===== src/rtl/axi_lite_pkg.sv =====
// Shared AXI4-Lite definitions: master FSM states, default bus widths and the register map.
package axi_lite_pkg;

  localparam int unsigned AXI_ADDRESS_WIDTH_DEF = 5;
  localparam int unsigned AXI_DATA_WIDTH_DEF    = 32;

  localparam logic [AXI_ADDRESS_WIDTH_DEF-1:0] REG1_ADDR = 5'h00;
  localparam logic [AXI_ADDRESS_WIDTH_DEF-1:0] REG2_ADDR = 5'h04;

  typedef enum logic [2:0] {
    StIdle,
    StWaddrData,
    StWresp,
    StRaddr,
    StRdata,
    StResp
  } mst_state_e;

endpackage


===== src/rtl/axi_lite_master_if.sv =====
// Command/response port plus the AXI4-Lite bus (no BRESP/RRESP) of the single-outstanding master.
interface axi_lite_master_if
  import axi_lite_pkg::*;
#(
  parameter int unsigned AXI_ADDRESS_WIDTH = AXI_ADDRESS_WIDTH_DEF,
  parameter int unsigned AXI_DATA_WIDTH    = AXI_DATA_WIDTH_DEF
) ();

  logic                         cmd_valid;
  logic                         cmd_ready;
  logic                         cmd_write;
  logic [AXI_ADDRESS_WIDTH-1:0] cmd_addr;
  logic [AXI_DATA_WIDTH-1:0]    cmd_wdata;
  logic                         rsp_valid;
  logic                         rsp_ready;
  logic [AXI_DATA_WIDTH-1:0]    rsp_rdata;
  logic                         rsp_timeout;

  logic [AXI_ADDRESS_WIDTH-1:0] maxi_awaddr;
  logic                         maxi_awvalid;
  logic                         maxi_awready;
  logic [AXI_DATA_WIDTH-1:0]    maxi_wdata;
  logic                         maxi_wvalid;
  logic                         maxi_wready;
  logic                         maxi_bvalid;
  logic                         maxi_bready;
  logic [AXI_ADDRESS_WIDTH-1:0] maxi_araddr;
  logic                         maxi_arvalid;
  logic                         maxi_arready;
  logic [AXI_DATA_WIDTH-1:0]    maxi_rdata;
  logic                         maxi_rvalid;
  logic                         maxi_rready;

  modport master (
    input  cmd_valid, cmd_write, cmd_addr, cmd_wdata, rsp_ready,
    output cmd_ready, rsp_valid, rsp_rdata, rsp_timeout,
    output maxi_awaddr, maxi_awvalid, maxi_wdata, maxi_wvalid, maxi_bready,
    output maxi_araddr, maxi_arvalid, maxi_rready,
    input  maxi_awready, maxi_wready, maxi_bvalid, maxi_arready, maxi_rdata, maxi_rvalid
  );

  modport slave (
    output cmd_valid, cmd_write, cmd_addr, cmd_wdata, rsp_ready,
    input  cmd_ready, rsp_valid, rsp_rdata, rsp_timeout,
    input  maxi_awaddr, maxi_awvalid, maxi_wdata, maxi_wvalid, maxi_bready,
    input  maxi_araddr, maxi_arvalid, maxi_rready,
    output maxi_awready, maxi_wready, maxi_bvalid, maxi_arready, maxi_rdata, maxi_rvalid
  );

endinterface


===== src/rtl/axi_lite_timeout_cnt.sv =====
// Saturating per-state cycle counter; tc_o flags the cycle whose edge reaches TIMEOUT_CYCLES.
module axi_lite_timeout_cnt #(
  parameter int unsigned TIMEOUT_CYCLES = 255
) (
  input  logic clk_i,
  input  logic rst_ni,
  input  logic clr_i,
  input  logic en_i,
  output logic tc_o
);

  localparam int unsigned CntW = (TIMEOUT_CYCLES == 0) ? 1 : $clog2(TIMEOUT_CYCLES + 1);
  localparam int unsigned Last = (TIMEOUT_CYCLES == 0) ? 0 : TIMEOUT_CYCLES - 1;

  logic [CntW-1:0] cnt_q;

  always_ff @(posedge clk_i or negedge rst_ni) begin
    if (!rst_ni) begin
      cnt_q <= '0;
    end else if (clr_i) begin
      cnt_q <= '0;
    end else if (en_i && (cnt_q != CntW'(TIMEOUT_CYCLES))) begin
      cnt_q <= cnt_q + CntW'(1);
    end
  end

  // Firing one count early makes the abort land on the edge where the count reaches the limit.
  assign tc_o = (TIMEOUT_CYCLES != 0) && en_i && (cnt_q == CntW'(Last));

endmodule


===== src/rtl/axi_lite_master.sv =====
// Single-outstanding AXI4-Lite master: one command in, one AXI read or write out, one response back.
module axi_lite_master
  import axi_lite_pkg::*;
#(
  parameter int unsigned AXI_ADDRESS_WIDTH = AXI_ADDRESS_WIDTH_DEF,
  parameter int unsigned AXI_DATA_WIDTH    = AXI_DATA_WIDTH_DEF,
  parameter int unsigned TIMEOUT_CYCLES    = 255
) (
  input logic               aclk,
  input logic               aresetn,
  axi_lite_master_if.master bus_io
);

  mst_state_e                   state_q;
  logic [AXI_ADDRESS_WIDTH-1:0] addr_q;
  logic [AXI_DATA_WIDTH-1:0]    wdata_q, rsp_rdata_q;
  logic awvalid_q, wvalid_q, bready_q, arvalid_q, rready_q, rsp_valid_q, rsp_timeout_q;

  logic aw_hs, w_hs, b_hs, ar_hs, r_hs, wr_done;
  logic step_done, leave, axi_busy, tmo_tc;

  assign aw_hs   = awvalid_q & bus_io.maxi_awready;
  assign w_hs    = wvalid_q & bus_io.maxi_wready;
  assign b_hs    = bready_q & bus_io.maxi_bvalid;
  assign ar_hs   = arvalid_q & bus_io.maxi_arready;
  assign r_hs    = rready_q & bus_io.maxi_rvalid;
  // A channel whose valid already dropped has finished its handshake earlier.
  assign wr_done = (~awvalid_q | aw_hs) & (~wvalid_q | w_hs);

  always_comb begin
    step_done = 1'b0;
    axi_busy  = 1'b0;
    unique case (state_q)
      StIdle:      step_done = bus_io.cmd_valid;
      StWaddrData: begin step_done = wr_done; axi_busy = 1'b1; end
      StWresp:     begin step_done = b_hs;    axi_busy = 1'b1; end
      StRaddr:     begin step_done = ar_hs;   axi_busy = 1'b1; end
      StRdata:     begin step_done = r_hs;    axi_busy = 1'b1; end
      StResp:      step_done = bus_io.rsp_ready;
      default:     step_done = 1'b0;
    endcase
    leave = step_done | tmo_tc;
  end

  axi_lite_timeout_cnt #(
    .TIMEOUT_CYCLES(TIMEOUT_CYCLES)
  ) u_timeout_cnt (
    .clk_i (aclk),
    .rst_ni(aresetn),
    .clr_i (leave),
    .en_i  (axi_busy),
    .tc_o  (tmo_tc)
  );

  always_ff @(posedge aclk or negedge aresetn) begin
    if (!aresetn) begin
      state_q       <= StIdle;
      addr_q        <= '0;
      wdata_q       <= '0;
      rsp_rdata_q   <= '0;
      awvalid_q     <= 1'b0;
      wvalid_q      <= 1'b0;
      bready_q      <= 1'b0;
      arvalid_q     <= 1'b0;
      rready_q      <= 1'b0;
      rsp_valid_q   <= 1'b0;
      rsp_timeout_q <= 1'b0;
    end else if (tmo_tc && !step_done) begin
      // Handshake on the terminal cycle takes precedence, so abort only when nothing completed.
      state_q       <= StResp;
      awvalid_q     <= 1'b0;
      wvalid_q      <= 1'b0;
      bready_q      <= 1'b0;
      arvalid_q     <= 1'b0;
      rready_q      <= 1'b0;
      rsp_valid_q   <= 1'b1;
      rsp_timeout_q <= 1'b1;
      rsp_rdata_q   <= '0;
    end else begin
      unique case (state_q)
        StIdle: begin
          if (bus_io.cmd_valid) begin
            addr_q  <= bus_io.cmd_addr;
            wdata_q <= bus_io.cmd_wdata;
            if (bus_io.cmd_write) begin
              state_q   <= StWaddrData;
              awvalid_q <= 1'b1;
              wvalid_q  <= 1'b1;
            end else begin
              state_q   <= StRaddr;
              arvalid_q <= 1'b1;
            end
          end
        end
        StWaddrData: begin
          if (aw_hs) awvalid_q <= 1'b0;
          if (w_hs)  wvalid_q  <= 1'b0;
          if (wr_done) begin
            state_q  <= StWresp;
            bready_q <= 1'b1;
          end
        end
        StWresp: begin
          if (b_hs) begin
            state_q     <= StResp;
            bready_q    <= 1'b0;
            rsp_valid_q <= 1'b1;
            rsp_rdata_q <= '0;
          end
        end
        StRaddr: begin
          if (ar_hs) begin
            state_q   <= StRdata;
            arvalid_q <= 1'b0;
            rready_q  <= 1'b1;
          end
        end
        StRdata: begin
          if (r_hs) begin
            state_q     <= StResp;
            rready_q    <= 1'b0;
            rsp_valid_q <= 1'b1;
            rsp_rdata_q <= bus_io.maxi_rdata;
          end
        end
        StResp: begin
          if (bus_io.rsp_ready) begin
            state_q       <= StIdle;
            rsp_valid_q   <= 1'b0;
            rsp_timeout_q <= 1'b0;
          end
        end
        default: state_q <= StIdle;
      endcase
    end
  end

  assign bus_io.cmd_ready    = (state_q == StIdle);
  assign bus_io.rsp_valid    = rsp_valid_q;
  assign bus_io.rsp_rdata    = rsp_rdata_q;
  assign bus_io.rsp_timeout  = rsp_timeout_q;
  assign bus_io.maxi_awaddr  = addr_q;
  assign bus_io.maxi_awvalid = awvalid_q;
  assign bus_io.maxi_wdata   = wdata_q;
  assign bus_io.maxi_wvalid  = wvalid_q;
  assign bus_io.maxi_bready  = bready_q;
  assign bus_io.maxi_araddr  = addr_q;
  assign bus_io.maxi_arvalid = arvalid_q;
  assign bus_io.maxi_rready  = rready_q;

endmodule


===== src/flat_wrapper.sv =====
// flat-port wrapper written by rule: the top's interface ports become plain ports
module axi_lite_master_flat import axi_lite_pkg::*;
#(
  parameter int unsigned AXI_ADDRESS_WIDTH = AXI_ADDRESS_WIDTH_DEF,
  parameter int unsigned AXI_DATA_WIDTH    = AXI_DATA_WIDTH_DEF,
  parameter int unsigned TIMEOUT_CYCLES    = 255
)
  (aclk, aresetn, bus_io_cmd_valid, bus_io_cmd_write, bus_io_cmd_addr, bus_io_cmd_wdata, bus_io_rsp_ready, bus_io_cmd_ready, bus_io_rsp_valid, bus_io_rsp_rdata, bus_io_rsp_timeout, bus_io_maxi_awaddr, bus_io_maxi_awvalid, bus_io_maxi_wdata, bus_io_maxi_wvalid, bus_io_maxi_bready, bus_io_maxi_araddr, bus_io_maxi_arvalid, bus_io_maxi_rready, bus_io_maxi_awready, bus_io_maxi_wready, bus_io_maxi_bvalid, bus_io_maxi_arready, bus_io_maxi_rdata, bus_io_maxi_rvalid);
  axi_lite_master_if #(.AXI_ADDRESS_WIDTH(AXI_ADDRESS_WIDTH), .AXI_DATA_WIDTH(AXI_DATA_WIDTH)) bus_io_i ();
  input logic aclk;
  input logic aresetn;
  input wire logic [$bits(bus_io_i.cmd_valid)-1:0] bus_io_cmd_valid;
  input wire logic [$bits(bus_io_i.cmd_write)-1:0] bus_io_cmd_write;
  input wire logic [$bits(bus_io_i.cmd_addr)-1:0] bus_io_cmd_addr;
  input wire logic [$bits(bus_io_i.cmd_wdata)-1:0] bus_io_cmd_wdata;
  input wire logic [$bits(bus_io_i.rsp_ready)-1:0] bus_io_rsp_ready;
  output wire logic [$bits(bus_io_i.cmd_ready)-1:0] bus_io_cmd_ready;
  output wire logic [$bits(bus_io_i.rsp_valid)-1:0] bus_io_rsp_valid;
  output wire logic [$bits(bus_io_i.rsp_rdata)-1:0] bus_io_rsp_rdata;
  output wire logic [$bits(bus_io_i.rsp_timeout)-1:0] bus_io_rsp_timeout;
  output wire logic [$bits(bus_io_i.maxi_awaddr)-1:0] bus_io_maxi_awaddr;
  output wire logic [$bits(bus_io_i.maxi_awvalid)-1:0] bus_io_maxi_awvalid;
  output wire logic [$bits(bus_io_i.maxi_wdata)-1:0] bus_io_maxi_wdata;
  output wire logic [$bits(bus_io_i.maxi_wvalid)-1:0] bus_io_maxi_wvalid;
  output wire logic [$bits(bus_io_i.maxi_bready)-1:0] bus_io_maxi_bready;
  output wire logic [$bits(bus_io_i.maxi_araddr)-1:0] bus_io_maxi_araddr;
  output wire logic [$bits(bus_io_i.maxi_arvalid)-1:0] bus_io_maxi_arvalid;
  output wire logic [$bits(bus_io_i.maxi_rready)-1:0] bus_io_maxi_rready;
  input wire logic [$bits(bus_io_i.maxi_awready)-1:0] bus_io_maxi_awready;
  input wire logic [$bits(bus_io_i.maxi_wready)-1:0] bus_io_maxi_wready;
  input wire logic [$bits(bus_io_i.maxi_bvalid)-1:0] bus_io_maxi_bvalid;
  input wire logic [$bits(bus_io_i.maxi_arready)-1:0] bus_io_maxi_arready;
  input wire logic [$bits(bus_io_i.maxi_rdata)-1:0] bus_io_maxi_rdata;
  input wire logic [$bits(bus_io_i.maxi_rvalid)-1:0] bus_io_maxi_rvalid;
  assign bus_io_i.cmd_valid = bus_io_cmd_valid;
  assign bus_io_i.cmd_write = bus_io_cmd_write;
  assign bus_io_i.cmd_addr = bus_io_cmd_addr;
  assign bus_io_i.cmd_wdata = bus_io_cmd_wdata;
  assign bus_io_i.rsp_ready = bus_io_rsp_ready;
  assign bus_io_cmd_ready = bus_io_i.cmd_ready;
  assign bus_io_rsp_valid = bus_io_i.rsp_valid;
  assign bus_io_rsp_rdata = bus_io_i.rsp_rdata;
  assign bus_io_rsp_timeout = bus_io_i.rsp_timeout;
  assign bus_io_maxi_awaddr = bus_io_i.maxi_awaddr;
  assign bus_io_maxi_awvalid = bus_io_i.maxi_awvalid;
  assign bus_io_maxi_wdata = bus_io_i.maxi_wdata;
  assign bus_io_maxi_wvalid = bus_io_i.maxi_wvalid;
  assign bus_io_maxi_bready = bus_io_i.maxi_bready;
  assign bus_io_maxi_araddr = bus_io_i.maxi_araddr;
  assign bus_io_maxi_arvalid = bus_io_i.maxi_arvalid;
  assign bus_io_maxi_rready = bus_io_i.maxi_rready;
  assign bus_io_i.maxi_awready = bus_io_maxi_awready;
  assign bus_io_i.maxi_wready = bus_io_maxi_wready;
  assign bus_io_i.maxi_bvalid = bus_io_maxi_bvalid;
  assign bus_io_i.maxi_arready = bus_io_maxi_arready;
  assign bus_io_i.maxi_rdata = bus_io_maxi_rdata;
  assign bus_io_i.maxi_rvalid = bus_io_maxi_rvalid;
  axi_lite_master #(.AXI_ADDRESS_WIDTH(AXI_ADDRESS_WIDTH), .AXI_DATA_WIDTH(AXI_DATA_WIDTH), .TIMEOUT_CYCLES(TIMEOUT_CYCLES)) u_core (.aclk(aclk), .aresetn(aresetn), .bus_io(bus_io_i));
endmodule

===== config.mk =====
export PLATFORM = sky130hd
export DESIGN_NAME = axi_lite_master_flat
export DESIGN_NICKNAME = d
export VERILOG_FILES = /design/src/rtl/axi_lite_pkg.sv /design/src/rtl/axi_lite_master_if.sv /design/src/rtl/axi_lite_timeout_cnt.sv /design/src/rtl/axi_lite_master.sv /design/src/flat_wrapper.sv
export SDC_FILE = /design/constraint.sdc
export NUM_CORES = 1
export LEC_CHECK = 0
export BUFFER_PORTS_ARGS = -buffer_cell sky130_fd_sc_hd__buf_2
export CAP_MARGIN = 10
export CORE_AREA = 2 2 115 117
export DETAILED_ROUTE_END_ITERATION = 6
export DIE_AREA = 0 0 117 119
export GPL_TIMING_DRIVEN = 0
export SYNTH_ARGS = -nofsm -noshare
export SYNTH_HDL_FRONTEND = slang
export SYNTH_SLANG_ARGS = --single-unit
export TNS_END_PERCENT = 1

===== constraint.sdc =====
create_clock -name aclk -period 2.3 [get_ports aclk]
set_input_delay 0.115 -clock aclk [delete_from_list [all_inputs] [get_ports aclk]]
set_output_delay 0.115 -clock aclk [all_outputs]
set_load 0.01 [all_outputs]

### After elaboration in Yosys (flattened, before gate mapping)

Index checks and enable logic that the tools add are counted.

| storage, ports and cells | value |
|---|---|
| register bits | 87 |
| latch bits | 0 |
| RAM bits | 0 |
| memory bits (read-only) | 0 |
| output and inout port bits | 82 |
| word-level logic and storage cells | 112 |
| memories | 0 |

| operators by class | value |
|---|---|
| add/sub/neg operators | 1 |
| $mul | 0 |
| divide/modulo/power cells | 0 |
| $lt $le $gt $ge | 0 |
| eq/ne operators | 17 |
| shift operators | 0 |
| muxes and demuxes | 45 |
| bitwise operators | 12 |
| reductions and logical operators | 25 |

Operators by type and width:

| kind | count |
|---|---|
| 2-to-1 mux 32 bit | 3 |
| one-hot mux 32 bit (2 select lines) | 1 |
| 2-to-1 mux 1 bit | 23 |
| 2-to-1 mux 3 bit | 7 |
| inequality test 3 x 1 -> 1 bit (second input constant) | 6 |
| one-hot mux 3 bit (6 select lines) | 1 |
| 2-to-1 mux 8 bit | 2 |
| AND reduction 4 bit | 4 |
| nonzero test 3 bit | 5 |
| inequality test 3 x 2 -> 1 bit (second input constant) | 4 |
| AND reduction 3 bit | 4 |
| one-hot mux 1 bit (2 select lines) | 5 |
| adder 8 x 1 -> 8 bit (second input constant) | 1 |
| == test 8 bit (second input constant) | 1 |
| inequality test 8 bit (second input constant) | 1 |
| AND 1 bit | 6 |
| == test 3 x 2 -> 1 bit (second input constant) | 2 |
| == test 3 bit (second input constant) | 2 |
| one-hot mux 1 bit (6 select lines) | 1 |
| AND reduction 6 bit | 1 |
| nonzero test 2 bit | 3 |
| nonzero test 4 bit | 1 |
| OR reduction 4 bit | 1 |
| == test 3 x 1 -> 1 bit (second input constant) | 1 |
| 8 further kinds | 14 |

### Depth between registers and ports, before layout

| depth | value |
|---|---|
| word-level depth | 8 |
| gate-level depth with buffers | 8 |
| gate-level depth less buffers | 7 |

### Hierarchy

A second synthesis with hierarchy kept.

| unflattened totals | value |
|---|---|
| cells, all modules | 360 |
| area, all modules | 3,865.0 µm² |

Modules (own cells, without submodules):

| module | instances | cells each | area each (µm²) |
|---|---|---|---|
| axi_lite_master | 1 | 310 | 3,385.7 |
| axi_lite_timeout_cnt | 1 | 50 | 479.2 |

### Worst setup path before layout

Ideal clock, no wire load.

| timing | value |
|---|---|
| path kind | register to register |
| from | reg u_core.state_q[0] |
| to | reg u_core.wdata_q[23] (netlist: u_core.bus_io.maxi_wdata[23]) |
| library setup time | 125 ps |
| arrival time | 1,808 ps |
| required time | 2,175 ps |
| path slack | 367 ps |
| cell stages (with the launch flop) | 7 |
| period minus slack after synthesis | 1,933 ps |
| cell sequence | dfrtp_1 buf_4 nor3_2 and2_1 buf_2 buf_4 mux2_2 |

| on the way | value |
|---|---|
| elaborated cells on any way between the ends | 14 |
| classes of those cells | eq/ne (5); mux (2); bitwise (1); reduce/logical (6) |

RTL lines:

| element | line | text |
|---|---|---|
| start: declaration | axi_lite_master.sv:14 | `mst_state_e state_q;` |
| start signal: assignment | axi_lite_master.sv:57 | `state_q <= StIdle;` |
| start signal: assignment | axi_lite_master.sv:70 | `state_q <= StResp;` |
| start signal: assignment | axi_lite_master.sv:86 | `state_q <= StWaddrData;` |
| zero test 3 bit * | -- |  |
| named net bus_io_cmd_ready | flat_wrapper.sv:17 | `output wire logic [$bits(bus_io_i.cmd_ready)-1:0] bus_io_cmd_ready;` |
| one-hot mux 1 bit (6 select lines) | axi_lite_master.sv:33 | `unique case (state_q)` |
| zero test 1 bit | axi_lite_master.sv:68 | `end else if (tmo_tc && !step_done) begin` |
| logical AND 1 bit | axi_lite_master.sv:68 |  |
| NOT 1 bit (no source line) | -- |  |
| AND reduction 3 bit (no source line) * | -- |  |
| end signal: assignment | axi_lite_master.sv:84 | `wdata_q <= bus_io.cmd_wdata;` |
| end: declaration | axi_lite_master.sv:16 | `logic [AXI_DATA_WIDTH-1:0] wdata_q, rsp_rdata_q;` |

The timed path passes the listed nets; every way through them passes the cells marked *.
A chain may end at the register's enable or synchronous reset.

### Worst setup path after layout

| timing | value |
|---|---|
| from | reg u_core.state_q[2] |
| to | reg u_core.rsp_rdata_q[8] (netlist: u_core.bus_io.rsp_rdata[8]) |

| on the way | value |
|---|---|
| word-level cells in the longest chain between the ends | 7 |
| elaborated cells on any way between the ends | 18 |
| classes of those cells | eq/ne (7); mux (4); reduce/logical (7) |

RTL lines:

| element | line | text |
|---|---|---|
| == test 3 x 1 -> 1 bit (tied with other cells) | axi_lite_master.sv:33 |  |
| OR reduction 4 bit (no source line) | -- |  |
| 2-to-1 mux 1 bit | axi_lite_master.sv:33 |  |
| logical AND 1 bit | axi_lite_timeout_cnt.sv:28 | `assign tc_o = (TIMEOUT_CYCLES != 0) && en_i && (cnt_q == CntW'(Last));` |
| logical AND 1 bit | axi_lite_master.sv:68 |  |
| inequality test 3 x 1 -> 1 bit (no source line) / nonzero test 3 bit (equally long branches) | -- |  |
| AND reduction 3 bit (no source line) | -- |  |
| end signal: assignment | axi_lite_master.sv:123 | `rsp_rdata_q <= bus_io.maxi_rdata;` |
| end: declaration | axi_lite_master.sv:16 |  |

Parallel ways exist; a longest one is shown, timed or not.

==> run_results.csv <==
group,metric,value,unit
logic_synthesis,syn_area_per_cell,11.2,um2
clock_tree,cts_tree,"done",
logic_synthesis,yosys_warnings,0,
grt,grt_use_total,0.143,
die,initial_core_util,0.308,
die,dieArea,13900,um2
sta,slew_viol_final,0,
detailed_routing,wl_per_cell,13.6,um
worst_setup_path,crit_type,"reg -> reg",
worst_hold_path,hold_class,"in -> reg",
sta,worst_slew_pin_slew,517,ps
worst_setup_path,slowest_stage,"dfrtp_1",
placed_design,place_congestion,0.787,
finish,layout-drive-gt1-share,0.461,
worst_hold_path,hold_end,"u_core.bus_io.maxi_wdata[5]$_DFFE_PN0P_",
clock_tree,clk_latency,340,ps
detailed_routing,ant_nets,0,
worst_setup_path,path_max_fanout,10,
placed_design,dp_hpwl,7.24,mm
worst_setup_path,critPathCaptureType,"flip-flop",
placed_design,dpl_cell_area,5020,um2
power_and_ir_drop,finalPower,6.66,mW
flow_run,timing.max_cap.violations,0,
finish,fin_area,5510,um2
worst_hold_path,hold_depth,2,
logic_synthesis,synthFlopType,"dfrtp_1",
worst_setup_path,crit_family,"compound AO/OA/AOI/OAI gates",
grt,grt_start_max_net_pins,50,
sta,fin_crit,2130,ps
clock_tree,cts_made_buffers,9,
clock_tree,cts_num_sinks,87,
worst_setup_path,max_stage_delay,520,ps
grt,antenna_found_initial,0,
finish,syn2layout_area_growth,38.8,%
grt,grt_pass1_wl,15.8,mm
worst_setup_path,crit_buf_inv,1,
grt,grt_pass1_vias,3307,
detailed_routing,drt-pass1-iter-count,4,
worst_setup_path,cp-start-kind,"flip-flop",
finish,fin_cells,723,
die,die_x,117,um
sta,max_freq,469,MHz
power_and_ir_drop,p_per_area,1210,nW/um2
logic_synthesis,netlist_area,3970,um2
finish,post-route-util,0.428,
die,die_h,119,um
placed_design,pre_cts_ws,88.0,ps
worst_setup_path,cp.arrival,2360,ps
worst_setup_path,rr_endpoint,"u_core.bus_io.rsp_rdata[8]$_DFFE_PN0P_",
logic_synthesis,yosysUniqueCellTypes,47,
logic_synthesis,synth_nets,436,
logic_synthesis,synth_fa_ha_area_frac,0.00631,
finish,fin_nets,623,
sta,rsz0062_at_grt,"false",
placed_design,port_buffers,160,
detailed_routing,vias,3364,
logic_synthesis,synthSimpleGateAreaFrac,0.167,
die,row_count,42,
worst_setup_path,path_cells,"nor3b_2, o2bb2ai_1, a2111oi_4, a21oi_4, buf_6, a21oi_1",
clock_tree,cts.clk_slew.worst_paths,70,ps
grt,gr-total-overflow,0,
worst_setup_path,reg2reg_slack,170,ps
clock_tree,clockBufferDepth,2,
logic_synthesis,synthCells,355,
finish,layout_common_cells,"165 x buf_2, 87 x dfrtp_1, 46 x nand2_1",
placed_design,dp_cells,692,
die,coreArea,12900,um2
logic_synthesis,synth_top_family_by_area,"simple AND/OR/NAND/NOR gates",
run_status,status,"finished clean",
logic_synthesis,ys_seq_area_frac,0.549,
clock_tree,cts-root-buf,"clkbuf_16",
detailed_routing,drt_iter0_markers,210,
finish,layout_commonest_cell,"buf_2",
worst_setup_path,worstRegToRegCells,6,
sta,setup_tns,0,ps
logic_synthesis,muxShareOfSynthArea,0.108,
worst_hold_path,worstHoldStart,"bus_io_cmd_wdata[5]",
logic_synthesis,synthXorXnorAreaFrac,0.0155,
worst_setup_path,setup.worst_path.start,"u_core.state_q[2]$_DFFE_PN0P_",
die,boundaryPins,161,
sta,clock_skew,9.40,ps
logic_synthesis,synth-seq-cells,87,
logic_synthesis,synth_compound_area_frac,0.109,
power_and_ir_drop,power_leakage,2.66,nW
worst_setup_path,worstReg2RegStart,"u_core.state_q[2]$_DFFE_PN0P_",
sta,hold_violations,0,
clock_tree,htreeDepth,3,
sta,maxSlewHeadroom,0.655,
sta,hold_ws,15.1,ps
detailed_routing,totalWireLength,9.84,mm
logic_synthesis,synth_edf_count,0,
finish,final.fill_count,1246,
sta,layout_setup_ws,167,ps
sta,setup_viol,0,
finish,diodes,0,
worst_setup_path,required,2520,ps
detailed_routing,routed_via_density,4.65,
power_and_ir_drop,ir_worst_vdd,0.453,mV
detailed_routing,drcViolationCount,0,
sta,period_share,0.927,
logic_synthesis,synthArstFlopShare,1.00,
cell usage after synthesis, types with 2 or more instances:
cell,number,area (um2)
nor2_1,13,48.8
clkbuf_1,8,30.0
o2bb2ai_1,2,17.5
o21ai_0,6,30.0
nand2b_1,2,12.5
ha_1,2,25.0
a21oi_2,10,87.6
dfrtp_1,87,2180
a21oi_1,31,155
mux2_2,37,417
nor2b_1,2,12.5
nor3_1,3,15.0
buf_2,6,30.0
inv_1,4,15.0
buf_6,5,56.3
buf_4,7,52.6
and3_1,4,25.0
nand4_1,5,31.3
nand4b_1,3,26.3
o21a_1,2,15.0
or3_1,2,12.5
nand2_1,46,173
nand3b_1,4,30.0
xor2_1,6,52.6
and2_1,2,12.5
o31a_1,2,17.5
nand3_1,34,170
state kept, by name (all words and copies together), names as in the netlist:
name,count
u_core.bus_io.maxi_araddr,5
u_core.bus_io.maxi_arvalid,1
u_core.bus_io.maxi_awvalid,1
u_core.bus_io.maxi_bready,1
u_core.bus_io.maxi_rready,1
u_core.bus_io.maxi_wdata,32
u_core.bus_io.maxi_wvalid,1
u_core.bus_io.rsp_rdata,32
u_core.bus_io.rsp_timeout,1
u_core.bus_io.rsp_valid,1
u_core.state_q,3
u_core.u_timeout_cnt.cnt_q,8
layer usage:
layer	GRT usage	wire length, um	vias to the layer above
li1	-	-	1614
met1	0.187	4330	1644
met2	0.229	4820	99
met3	0.0427	581	7
met4	0.0375	110	0
met5	0	0	-
kinds of logic (layout without fill, tap and decap cells):
| logic type | after synthesis | count (layout) |
|---|---|---|
| xor+xnor | 7 | 7 |
| fa+ha+maj | 2 | 2 |
| buf+inv | 30 | 222 |
| flops | 87 | 87 |
| simple gates | 129 | 129 |
| mux | 38 | 38 |
| compound gates | 62 | 62 |
worst register-to-register path: cells and delay by family, from the launching register on:
family          cells  cell delay (ps)
flops               1              520
compound gates      4              770
buf+inv             1              230
simple gates        1              500
area by class of cell:
cell class / count / area (um2) / share of cell area
buffer: 26 / 169 / 0.0307
clock buffer: 11 / 253 / 0.0459
clock inverter: 5 / 80.1 / 0.0145
inverter: 4 / 15.0 / 0.00273
multi-input combinational: 238 / 1610 / 0.293
sequential: 87 / 2180 / 0.395
tap: 176 / 220 / 0.0400
timing repair buffer: 176 / 981 / 0.178
where the power goes:
group / switching [mW] / leakage, nW / internal, mW
sequential: 0.325 / 1.12 / 2.07
clock: 0.592 / 0.158 / 1.01
combinational: 1.38 / 1.39 / 1.29
total: 2.30 / 2.66 / 4.36
how the worst max path moves through the flow:
stage	slack, ps	endpoint	cells past startpoint
4_1_cts	70	u_core.bus_io.maxi_wdata[28]$_DFFE_PN0P_	6
5_1_grt	30	u_core.bus_io.rsp_rdata[8]$_DFFE_PN0P_	7
2_1_floorplan	370	u_core.bus_io.maxi_wdata[23]$_DFFE_PN0P_	6
3_5_place_dp	90	u_core.bus_io.maxi_wdata[28]$_DFFE_PN0P_	6
6_report	170	u_core.bus_io.rsp_rdata[8]$_DFFE_PN0P_	6
3_3_place_gp	150	u_core.bus_io.maxi_wdata[30]$_DFFE_PN0P_	6
what timing repair did:
item,4_1_cts,5_1_grt
gates resized for setup,0,1
setup buffers,0,0
hold buffers,13,2
endpoints found under the setup margin,0,4
endpoints found under the hold margin,50,2
Power figures use the tool's default switching activity.
